File: src/rtl/sm83_bus_pkg.sv
// Shared constants and types for the SM83 bus responder slice.
package sm83_bus_pkg;

  // Register addresses on the high MMIO page
  localparam logic [15:0] IF_ADDR_DEF   = 16'hFF0F;
  localparam logic [15:0] BOOT_ADDR_DEF = 16'hFF50;

  // Implemented interrupt-flag bits (VBLANK..JOYPAD)
  localparam logic [7:0]  IRQ_MASK_DEF  = 8'h1F;

  // Interrupt bit positions inside IF
  typedef enum logic [2:0] {
    IRQ_VBLANK = 3'd0,
    IRQ_STAT   = 3'd1,
    IRQ_TIMER  = 3'd2,
    IRQ_SERIAL = 3'd3,
    IRQ_JOYPAD = 3'd4
  } irq_bit_e;

  // Which register (if any) the registered read path returns
  typedef enum logic [1:0] {
    RSEL_NONE = 2'd0,
    RSEL_IF   = 2'd1,
    RSEL_BOOT = 2'd2
  } rsel_e;

  // 0xFE00-0xFFFF (OAM, IO, HRAM, IE) is served by the MMIO fabric
  function automatic logic is_mmio(input logic [15:0] addr);
    return addr[15:9] == 7'h7F;
  endfunction

endpackage

File: src/rtl/sm83_if_reg.sv
// Interrupt-flag register: peripheral edge capture, CPU acknowledge and
// CPU write, resolved per bit so a fresh peripheral edge always wins.
module sm83_if_reg
  import sm83_bus_pkg::*;
#(
  parameter logic [7:0] IRQ_MASK = IRQ_MASK_DEF
) (
  input  logic       clk,
  input  logic       rst_n,
  input  logic       wr_en,
  input  logic [7:0] wr_data,
  input  logic [7:0] periph_irq,
  input  logic [7:0] irq_ack,
  output logic [7:0] if_reg
);

  logic [7:0] periph_d;
  logic [7:0] if_next;

  // Per-bit priority: CPU write replaces, ack clears, new edge sets.
  // Unimplemented bits are forced to 0 so they never raise an interrupt.
  genvar gi;
  generate
    for (gi = 0; gi < 8; gi++) begin : g_bit
      logic base;
      logic edge_set;
      assign base        = wr_en ? wr_data[gi] : if_reg[gi];
      assign edge_set    = periph_irq[gi] & ~periph_d[gi];
      assign if_next[gi] = IRQ_MASK[gi] & ((base & ~irq_ack[gi]) | edge_set);
    end
  endgenerate

  // Flag state and the previous peripheral level used for edge detection.
  // periph_d resets low so a level already high at release is taken once.
  always_ff @(posedge clk or negedge rst_n) begin
    if (!rst_n) begin
      if_reg   <= 8'h00;
      periph_d <= 8'h00;
    end else begin
      if_reg   <= if_next;
      periph_d <= periph_irq;
    end
  end

endmodule

File: src/rtl/sm83_bus_responder.sv
// Target-side responder for the SM83 bus: address decode, boot-ROM
// disable latch, write-commit pulse, registered read path and IF block.
module sm83_bus_responder
  import sm83_bus_pkg::*;
#(
  parameter logic [15:0] IF_ADDR   = IF_ADDR_DEF,
  parameter logic [15:0] BOOT_ADDR = BOOT_ADDR_DEF,
  parameter logic [7:0]  IRQ_MASK  = IRQ_MASK_DEF
) (
  input  logic        CLK,
  input  logic        nRESET,
  input  logic [15:0] A,
  input  logic [7:0]  D_IN,
  input  logic        RD,
  input  logic        WR,
  output logic [7:0]  D_OUT,
  output logic        D_OE,
  output logic        MMIO_REQ,
  output logic        IPL_REQ,
  input  logic [7:0]  PERIPH_IRQ,
  input  logic [7:0]  CPU_IRQ_ACK,
  output logic [7:0]  CPU_IRQ_TRIG
);

  logic       wr_d;
  logic       wr_pulse;
  logic       boot_off;
  logic       if_wr;
  logic [7:0] if_val;
  rsel_e      rsel;

  // Address decode: the only combinational outputs of the block
  assign MMIO_REQ = is_mmio(A);
  assign IPL_REQ  = (A[15:8] == 8'h00) && !boot_off;

  // One commit per WR high period, in the first cycle WR is seen high
  assign wr_pulse = WR && !wr_d;
  assign if_wr    = wr_pulse && (A == IF_ADDR);

  // WR history and the sticky boot-ROM disable; only reset clears it
  always_ff @(posedge CLK or negedge nRESET) begin
    if (!nRESET) begin
      wr_d     <= 1'b0;
      boot_off <= 1'b0;
    end else begin
      wr_d <= WR;
      if (wr_pulse && (A == BOOT_ADDR) && D_IN[0])
        boot_off <= 1'b1;
    end
  end

  sm83_if_reg #(
    .IRQ_MASK (IRQ_MASK)
  ) u_if_reg (
    .clk        (CLK),
    .rst_n      (nRESET),
    .wr_en      (if_wr),
    .wr_data    (D_IN),
    .periph_irq (PERIPH_IRQ),
    .irq_ack    (CPU_IRQ_ACK),
    .if_reg     (if_val)
  );

  // IF is already registered, so the CPU sees no path from the inputs
  assign CPU_IRQ_TRIG = if_val;

  // Read target selection for this cycle's strobe
  always_comb begin
    rsel = RSEL_NONE;
    if (RD && (A == IF_ADDR))
      rsel = RSEL_IF;
    else if (RD && (A == BOOT_ADDR))
      rsel = RSEL_BOOT;
  end

  // Registered read data; uses pre-update state, so a same-cycle write
  // is not visible to the read that accompanies it
  always_ff @(posedge CLK or negedge nRESET) begin
    if (!nRESET) begin
      D_OUT <= 8'h00;
      D_OE  <= 1'b0;
    end else begin
      unique case (rsel)
        RSEL_IF: begin
          D_OUT <= if_val | ~IRQ_MASK;
          D_OE  <= 1'b1;
        end
        RSEL_BOOT: begin
          D_OUT <= 8'hFE | {7'd0, boot_off};
          D_OE  <= 1'b1;
        end
        default: begin
          D_OUT <= 8'h00;
          D_OE  <= 1'b0;
        end
      endcase
    end
  end

endmodule

File: config.mk
export PLATFORM = sky130hd
export DESIGN_NAME = sm83_bus_responder
export DESIGN_NICKNAME = d
export VERILOG_FILES = /design/src/rtl/sm83_bus_pkg.sv /design/src/rtl/sm83_if_reg.sv /design/src/rtl/sm83_bus_responder.sv
export SDC_FILE = /design/constraint.sdc
export NUM_CORES = 1
export LEC_CHECK = 0
export CAP_MARGIN = 40
export CORE_MARGIN = 5
export CORE_UTILIZATION = 31
export CTS_BUF_LIST = sky130_fd_sc_hd__clkbuf_8 sky130_fd_sc_hd__clkbuf_16
export DETAILED_ROUTE_END_ITERATION = 10
export HOLD_SLACK_MARGIN = 0.1
export PLACE_DENSITY = 0.85
export SETUP_SLACK_MARGIN = 0.5
export SYNTH_ARGS = -nofsm -noshare
export SYNTH_HDL_FRONTEND = slang
export SYNTH_SLANG_ARGS = --single-unit
File: constraint.sdc
create_clock -name CLK -period 1.25 [get_ports CLK]
set_clock_uncertainty 0.1 [all_clocks]
set_input_delay 0.25 -clock CLK [delete_from_list [all_inputs] [get_ports CLK]]
set_output_delay 0.25 -clock CLK [all_outputs]
set_load 0.01 [all_outputs]
==> impl_metrics.ini <==
[power]
p_per_area_nw_per_um2 = 806
p_switching_uw = 337
cellInternalPower_uw = 1090
leakage_power_summed_over_all_cells_uw = 0.000874
clock_power_share_pct = 33.2
sw_frac_of_total_pct = 23.5
pwr-share-seq_pct = 43.5
peakVddDrop_uv = 675
comb_power_share_pct = 23.3

[setup_path]
cp_max_stage_delay_ps = 400
critical_path.startpoint_type = register
critical_path.slowest_cell = dfrtp_1
critical_path.endpoint = IPL_REQ
reg2reg_depth = 3
path_buf_inv = 1
timing.critical_path.depth = 4
timing.critical_path.from = boot_off$_DFFE_PN0P_
regToRegEndpoint = u_if_reg.if_reg[4]$_DFF_PN0_
worstPathArrival_ps = 1260
worstSetupPathType = register to output port
sequence_of_cells_on_the_critical_path = nor4_2, nand2_1, nor4_4, buf_2
path_max_fanout = 2
timing.critical_path.to_type = output port
crit_path_max_delay_family = simple AND/OR/NAND/NOR gates
regToRegStartpoint = wr_d$_DFF_PN0_
crit_required_ps = 900
reg2reg_setup_slack_ps = -140

[synth]
synth_common_cells = dfrtp_1 (18), nand3b_1 (10), buf_4 (6), nand4_1 (6), nand2b_1 (5)
mappedNetlistArea_um2 = 897
netlist_instances = 79
yosys.cell_types.count = 27
largest_cells_by_area_after_synthesis = dfrtp_1 (50%), nand3b_1 (8.4%), buf_4 (5.0%), or4b_1 (4.5%), nand4_1 (4.2%)
synth_enable_flop_cells = 0
asyncSetResetFlopFracSynth_pct = 100
post_synth_top_area_share_pct = 50.2
dominantRegCellSynth = dfrtp_1
synth.most_common_cell = dfrtp_1
syn_area_per_cell_um2 = 11.4
synthDominantAreaCellType = dfrtp_1
number_of_register_bits_inferred_by_synthesis = 18
seq_area_frac_synth_pct = 50.2
ys_warn_count = 0

[route]
postRouteAntennaNets = 0
vias = 949
route.detailed.drc = 0
totalWireLength_um = 3120
routed_via_density = 4.99
wire_per_inst_um = 16.4
drtPass1Iterations = 4
initialDrtViolationCount = 17

[global_routing]
global_route.overflow_total = 0
grt_antenna_before_repair = 0
grt_pass1_vias = 1033
grt_util_all_layers_pct = 15.4
grt_max_degree = 19
grt_first_pass_wirelength_um = 4950

[cts]
clock_latency_late_sink_ps = 250
cts_max_path_buffers = 2
tritoncts_clock_tree = yes
clkSlewWorstSetupHoldPaths_ps = 70
cts_root_buffer = clkbuf_8
cts_made_buffers = 3
cts_max_level = 1
cts.hold.buffers_added = 0
cts.sink_count = 18

[cells_and_area]
antenna_cells = 0
max_reg_flops = 6
post_layout_nonfiller_instances = 190
areaGrowthSynthToFinish_pct = 97.9
finalCoreUtilization_pct = 64.4
post-route-cell-area_um2 = 1780
drive_above_1_share_pct = 53.5
number_of_nets_in_the_layout = 204

[flow_run]
cap_viol_max_count = 0

[place]
placed_standard_cell_area_um2 = 1570
placed_cells_incl_taps = 173
number_of_buffer_cells_added_on_primary_ports = 50
hpwlAfterDp_um = 2170
gp_congestion = 0.777

[timing]
fin_crit_sh_pct = 129
finalSetupViolations = 14
final_period_minus_worst_setup_slack_ps = 1610
f_max_ghz = 0.620
slew_viol_final = 0
grt_setup_unrepaired = true
timing_hold_violations_final = 0
setup_ws_ps = -364

[status]
status = finished, violations left
failed_checks = setup timing

[floorplanning]
dieArea_um2 = 4070
die_width_um = 63.8
fp.dieH_um = 63.8
fp.coreArea_um2 = 2760
placement_rows = 19
io-pin-count = 63
starting_utilization_of_the_core_area_pct = 32.5

[min_path]
worst_hold_check_path_type = primary input to register
==> tightest hold or removal path: stages <==
cell     delay [ps]
buf_6            80
nor4_4           40
nand3_2          80
o41ai_4          80
==> how the worst min path moves through the flow <==
stage	cells past startpoint	slack (ps)	startpoint	end
2_1_floorplan	0	-150	nRESET	D_OUT[0]$_DFF_PN0_
3_5_place_dp	2	430	u_if_reg.periph_d[1]$_DFF_PN0_	u_if_reg.if_reg[1]$_DFF_PN0_
4_1_cts	4	220	A[1]	boot_off$_DFFE_PN0P_
5_1_grt	4	220	A[1]	boot_off$_DFFE_PN0P_
6_report	4	220	A[1]	boot_off$_DFFE_PN0P_
3_3_place_gp	2	410	u_if_reg.periph_d[4]$_DFF_PN0_	u_if_reg.if_reg[4]$_DFF_PN0_
==> layout make-up <==
cell class | instances | area, um2
multi-input cells | 55 | 520
well taps | 31 | 38.8
repair buffers | 80 | 702
fillers | 206 | 982
inverters | 2 | 7.51
flip-flops and latches | 18 | 452
clock buffers | 4 | 55.1
==> cells by family after synthesis <==
group                  count (synthesis)  synth area share, %
AND/OR/NAND/NOR                       44                 36.5
flip-flops                            18                 50.2
buffers and inverters                 10                 7.53
AO/OA/AOI/OAI                          6                 5.30
other                                  1                0.418
==> cell usage in the layout, fill, tap and decap left out, drive strengths merged <==
cell            n
nand2           2
nand3b         12
and4            2
inv             2
or4b            4
clkbuf          4
nand3           1
and3            1
nand4           8
and3b           1
clkdlybuf4s15   1
buf            60
clkdlybuf4s50  16
nor3b           1
and2            1
nor2            3
dlygate4sd2     3
or2             1
a22o            1
dfrtp          18
nor4            3
nand2b          5
a21o            4
o41ai           1
or4             1
conb            3
==> per-layer routing <==
| metal | wire length [um] | share of wire [%] | global-route usage [%] | vias up |
|---|---|---|---|---|
| met3 | 156 | 5.0 | 4.03 | 6 |
| met1 | 1130 | 36 | 15.9 | 456 |
| met2 | 1770 | 57 | 29.8 | 33 |
| met4 | 64 | 2.0 | 4.94 | 0 |
| li1 | - | - | - | 454 |
| met5 | 0 | 0 | 0 | - |
==> metrics by stage <==
stage	setup slack [ps]	setup TNS, ps	power [uW]	hold slack [ps]
floorplan	-166	-756	716	-146
global placement	-851	-9800	930	410
detailed placement	-889	-10620	939	429
CTS	-470	-1250	1420	216
global route	-476	-2160	1500	223
finish	-364	-1360	1430	217
==> power groups by stage <==
stage	Clock, uW	Combinational [uW]	Sequential (uW)
final	474	333	622
after global routing	521	358	625
after CTS	490	312	622
after detailed placement	0	306	633
after global placement	0	297	633
after floorplan	0	66.8	649
==> timing repair <==
action / in CTS / in global routing
endpoints found under the setup margin: 28 / 28
setup buffers: 6 / 5
gates cloned: 2 / 0
pin swaps: 17 / 8
gates resized for setup: 160 / 5
Note: power is estimated with default switching activity, not from simulation.
